$ cat src/rtl/mem2_dbus_ctrl.sv
// Data-bus transaction sequencer spanning the MEM and MEM2 stages.
// Optional sticky bus timeout flag is built when DBUS_TIMEOUT_EN is defined.
module mem2_dbus_ctrl #(
   parameter int unsigned ADDR_W         = 32,
   parameter int unsigned DATA_W         = 32,
   parameter int unsigned TIMEOUT_CYCLES = 1024
) (
   input  logic              clk,
   input  logic              rst,
   input  logic              mem_req_valid,
   input  logic              mem_req_wr,
   input  logic [ADDR_W-1:0] mem_req_addr,
   input  logic [DATA_W-1:0] mem_req_wdata,
   input  logic [3:0]        mem_req_wstrb,
   input  logic              mem_flush,
   input  logic              mem2_flush,
   output logic              dbus_req,
   output logic              dbus_wr,
   output logic [ADDR_W-1:0] dbus_addr,
   output logic [DATA_W-1:0] dbus_wdata,
   output logic [3:0]        dbus_wstrb,
   input  logic              dbus_addr_ok,
   input  logic              dbus_data_ok,
   input  logic [DATA_W-1:0] dbus_rdata,
   output logic [DATA_W-1:0] mem2_rdata,
   output logic              mem2_rdata_valid,
   output logic              pipe_stall,
   output logic              mem2_wr,
   output logic              busy,
   output logic              timeout_err
);

   typedef enum logic [1:0] {StIdle, StReq, StWait, StDrain} state_e;

   state_e            state_q;
   logic [ADDR_W-1:0] addr_q;
   logic [DATA_W-1:0] wdata_q;
   logic [DATA_W-1:0] rdata_q;
   logic [3:0]        wstrb_q;
   logic              wr_q;
   logic              drop_q;
   logic              issue;

   always_comb begin
      dbus_req         = 1'b0;
      dbus_wr          = 1'b0;
      dbus_addr        = '0;
      dbus_wdata       = '0;
      dbus_wstrb       = 4'h0;
      pipe_stall       = 1'b0;
      mem2_rdata_valid = 1'b0;
      issue            = 1'b0;
      unique case (state_q)
         StIdle: issue = mem_req_valid & ~mem_flush;
         StReq: begin
            dbus_req   = 1'b1;
            dbus_wr    = wr_q;
            dbus_addr  = addr_q;
            dbus_wdata = wdata_q;
            dbus_wstrb = wstrb_q;
            pipe_stall = 1'b1;
         end
         StWait: begin
            pipe_stall       = ~dbus_data_ok;
            mem2_rdata_valid = dbus_data_ok & ~mem2_flush;
            // the response cycle frees the bus for the next request
            issue            = dbus_data_ok & mem_req_valid & ~mem_flush;
         end
         StDrain: pipe_stall = 1'b1;
         default: ;
      endcase
      if (issue) begin
         dbus_req   = 1'b1;
         dbus_wr    = mem_req_wr;
         dbus_addr  = mem_req_addr;
         dbus_wdata = mem_req_wdata;
         dbus_wstrb = mem_req_wstrb;
         if (state_q == StIdle && !dbus_addr_ok) pipe_stall = 1'b1;
      end
      // reset forces outputs idle without waiting for a clock edge
      if (rst) begin
         dbus_req         = 1'b0;
         dbus_wr          = 1'b0;
         dbus_addr        = '0;
         dbus_wdata       = '0;
         dbus_wstrb       = 4'h0;
         pipe_stall       = 1'b0;
         mem2_rdata_valid = 1'b0;
         issue            = 1'b0;
      end
   end

   assign mem2_wr    = ~pipe_stall;
   assign busy       = (state_q != StIdle);
   assign mem2_rdata = mem2_rdata_valid ? dbus_rdata : rdata_q;

   always_ff @(posedge clk or posedge rst) begin
      if (rst) begin
         state_q <= StIdle;
         addr_q  <= '0;
         wdata_q <= '0;
         rdata_q <= '0;
         wstrb_q <= 4'h0;
         wr_q    <= 1'b0;
         drop_q  <= 1'b0;
      end else begin
         if (mem2_rdata_valid) rdata_q <= dbus_rdata;
         unique case (state_q)
            StIdle: ;
            StReq: begin
               if (dbus_addr_ok) begin
                  state_q <= (drop_q | mem_flush | mem2_flush) ? StDrain : StWait;
                  drop_q  <= 1'b0;
               end else begin
                  drop_q  <= drop_q | mem_flush | mem2_flush;
               end
            end
            StWait: begin
               if (dbus_data_ok)    state_q <= StIdle;
               else if (mem2_flush) state_q <= StDrain;
            end
            StDrain: if (dbus_data_ok) state_q <= StIdle;
            default: state_q <= StIdle;
         endcase
         if (issue) begin
            if (dbus_addr_ok) begin
               state_q <= StWait;
            end else begin
               state_q <= StReq;
               addr_q  <= mem_req_addr;
               wdata_q <= mem_req_wdata;
               wstrb_q <= mem_req_wstrb;
               wr_q    <= mem_req_wr;
               drop_q  <= 1'b0;
            end
         end
      end
   end

`ifdef DBUS_TIMEOUT_EN
   localparam int unsigned CntW = $clog2(TIMEOUT_CYCLES) + 1;
   localparam logic [CntW-1:0] TmoMax = CntW'(TIMEOUT_CYCLES);

   logic [CntW-1:0] tmo_cnt_q;
   logic            tmo_q;
   logic            txn_end;

   // count restarts per transaction, including back-to-back ones
   assign txn_end = (state_q == StIdle) |
                    (((state_q == StWait) | (state_q == StDrain)) & dbus_data_ok);

   always_ff @(posedge clk or posedge rst) begin
      if (rst) begin
         tmo_cnt_q <= '0;
         tmo_q     <= 1'b0;
      end else begin
         if (txn_end)                  tmo_cnt_q <= '0;
         else if (tmo_cnt_q != TmoMax) tmo_cnt_q <= tmo_cnt_q + 1'b1;
         if (busy && tmo_cnt_q == TmoMax - 1'b1) tmo_q <= 1'b1;
      end
   end

   assign timeout_err = tmo_q;
`else
   logic unused_tmo;
   assign unused_tmo  = ^TIMEOUT_CYCLES;
   assign timeout_err = 1'b0;
`endif

endmodule

$ cat config.mk
export PLATFORM = sky130hd
export DESIGN_NAME = mem2_dbus_ctrl
export DESIGN_NICKNAME = d
export VERILOG_FILES = /design/src/rtl/mem2_dbus_ctrl.sv
export SDC_FILE = /design/constraint.sdc
export NUM_CORES = 1
export LEC_CHECK = 0
export CAP_MARGIN = 20
export CORE_ASPECT_RATIO = 0.5
export CORE_UTILIZATION = 33
export DETAILED_ROUTE_END_ITERATION = 10
export HOLD_SLACK_MARGIN = 0.15
export PLACE_DENSITY = 0.65
export SLEW_MARGIN = 10
export SYNTH_ARGS = -nofsm -noshare
export SYNTH_HDL_FRONTEND = slang
export SYNTH_SLANG_ARGS = --single-unit
$ cat constraint.sdc
create_clock -name clk -period 4 [get_ports clk]
set_input_delay 0.4 -clock clk [delete_from_list [all_inputs] [get_ports clk]]
set_output_delay 0.4 -clock clk [all_outputs]
set_load 0.02 [all_outputs]
==> results.yml <==
clocking:
  cts_buffers: 9
  clock-sinks: 104
  cts-htree-levels: 3
  postCtsHoldBufs: 0
  cts_setup_buffers: 0
  clkTransAtPathRegs_ps: 60
  cts_tree: "yes"
  cts_resized: 0
  clock_latency_ps: 340
  cts-root-buf: "clkbuf_16"
  clockBufferDepth: 2
routing:
  firstDrtPassIters: 4
  wl_per_cell_um: 16.9
  drt-total-wl_um: 12300
  vias: 3525
  viasPerCell: 4.82
  drc_errors: 0
  drt_iter0_drc: 110
  antenna_left: 0
sta:
  hold_viol: 0
  worst-slew-pin-transition_ps: 803
  tns_ps: 0
  min_period_ps: 3360
  fmax_mhz: 298
  maxSlewHeadroom_pct: 46.5
  post-route-period-util_pct: 83.9
  rsz0062_at_grt: "no"
  clock_skew_ps: 6.49
  final-max-slew-violation-count: 0
  finalSetupViolCount: 0
synthesis:
  synthFlopType: "dfrtp_1"
  synth_cells: 329
  ys_seq_elements: 104
  ys_warn_count: 0
  synth_edf_count: 0
  synth.cell_area_mm2: 0.00469
  syn_nets: 437
  avgSynthCellArea_um2: 14.3
  yosysSeqAreaShare_pct: 55.5
  synthArstFlopShare_pct: 100
  netlist-cell-type-count: 29
final_layout:
  layout_common_cells: "clkdlybuf4s50_1 (213), dfrtp_1 (104), mux2_2 (95)"
  layout.area.seq_mm2: 0.00260
  drive_above_1_share_pct: 23.5
  design_area_mm2: 0.00734
  layout_commonest_cell: "clkdlybuf4s50_1"
  diodes: 0
  fin_nets: 643
  area_growth_syn_to_layout_pct: 56.5
  multiInputGateArea_mm2: 0.00194
  fill_cells: 1210
global_routing:
  antenna_found_initial: 0
  grt_use_total_pct: 17.3
  grt_max_degree: 64
  grt_pass1_wl_um: 19600
  first_global_vias: 3716
  grt-ovfl-total: 0
critical_path:
  slowest_delay_ps: 620
  critical_path_buf_inv_count: 4
  arrival_ps: 2960
  cpMaxStageDelayCell: "or4b_1"
  path_class: "in2out"
  worstPathCellList: "clkdlybuf4s50_1, buf_4, or4b_1, nor2_4, buf_4, a22o_1, clkdlybuf4s50_1"
  startpoint_type: "input port"
  end_kind: "output pin"
  path_max_fanout: 38
  required_ps: 3600
  path_delay_family: "buffers and inverters"
flow_run:
  maxCapViolCount: 0
place:
  port_buffers: 213
  hpwl_um: 8870
  placed_cell_area_mm2: 0.00701
  gp_congestion: 0.759
power:
  p_leak_nw: 3.01
  power_density_mw_per_mm2: 669
  intPower_w: 0.00332
  p_seq_share_pct: 36.6
  combPwrFrac_pct: 43.5
  p_switching_w: 0.00159
  peakVddDrop_v: 0.000271
  p_sw_share_pct: 32.4
  power_frac_clock_pct: 19.8
floorplanning:
  initial_core_util_pct: 34.2
  die_w_um: 171
  core_area_mm2: 0.0137
  die-area_mm2: 0.0147
  fp-row-count: 30
  io-pin-count: 215
  die_h_um: 86.3
outcome:
  status: "complete, no violations"
min_path:
  hold_class: "reg2reg"
==> per-layer routing <==
| layer | up-vias | wire length [um] | GRT usage, % |
|---|---|---|---|
| met5 | - | 0 | 0 |
| met4 | 0 | 159 | 4.18 |
| met3 | 11 | 510 | 4.70 |
| met2 | 74 | 6510 | 31.5 |
| met1 | 1786 | 5170 | 20.5 |
| li1 | 1654 | - | - |
==> logic make-up (layout without fill, tap and decap cells) <==
| logic type | after synthesis | count (layout) | share of synthesized area (%) |
|---|---|---|---|
| buffers and inverters | 29 | 240 | 3.71 |
| muxes | 101 | 101 | 24.2 |
| AOI/OAI and AO/OA | 78 | 78 | 14.1 |
| other | 1 | 1 | 0.0799 |
| and+or+nand+nor | 16 | 16 | 2.37 |
| DFF | 104 | 104 | 55.5 |
==> synthesized netlist by cell type, types with 2 or more instances <==
cell type	instances	area [um^2]
a21oi_1	2	10.0
a22o_1	69	604
buf_2	7	35.0
buf_6	7	78.8
clkbuf_1	13	48.8
dfrtp_1	104	2600
mux2_1	6	67.6
mux2_2	95	1070
nor2_1	4	15.0
o21ai_0	2	10.0
or2_2	2	12.5
==> worst register-to-register path, stage by stage (launching register included) <==
cell and delay (ps):
dfrtp_1 460, or4b_1 690, nor3_4 170, buf_4 560, mux2_2 440
==> state kept, by name, indices dropped and copies added (netlist names) <==
name / cells
addr_q: 32
drop_q: 1
rdata_q: 32
state_q: 2
wdata_q: 32
wr_q: 1
wstrb_q: 4
==> area by class of cell <==
cell class / instances / share of cell area [%]
tap: 192 / 3.27
clock buffer: 12 / 3.49
sequential: 104 / 35.5
inverter: 1 / 0.0852
multi-input combinational: 196 / 26.4
timing repair buffer: 223 / 30.2
clock inverter: 4 / 1.04
==> through the flow <==
| step | std cells | util [%] | power, W | setup slack [ps] | hold WS (ps) |
|---|---|---|---|---|---|
| after floorplan | 329 | - | 0.00301 | 698 | 459 |
| after global placement | 716 | 51.1 | 0.00395 | 610 | 469 |
| after detailed placement | 716 | 51.1 | 0.00399 | 609 | 476 |
| after CTS | 732 | 53.6 | 0.00499 | 606 | 492 |
| after global routing | 732 | 53.6 | 0.00521 | 502 | 508 |
| final | 732 | 53.6 | 0.00491 | 642 | 490 |
==> power by group through the flow <==
stage,combinational [W],sequential (W),clock (W)
finish,0.00214,0.00180,0.000974
global route,0.00228,0.00187,0.00105
CTS,0.00218,0.00181,0.00101
detailed placement,0.00217,0.00182,0
global placement,0.00214,0.00181,0
floorplan,0.00126,0.00174,0
==> worst paths after layout <==
check	startpoint	end	slack, ps	cells after the start
min	addr_q[29]	addr_q[29]	490	1
max reg2reg	state_q[0]	addr_q[22]	1560	4
max	rst	dbus_addr[19]	640	7
min reg2reg	addr_q[29]	addr_q[29]	490	1
min in group asynchronous	rst	wdata_q[3]	700	3
max in group asynchronous	rst	addr_q[11]	2580	4
Note: power is estimated with default switching activity, not from simulation.
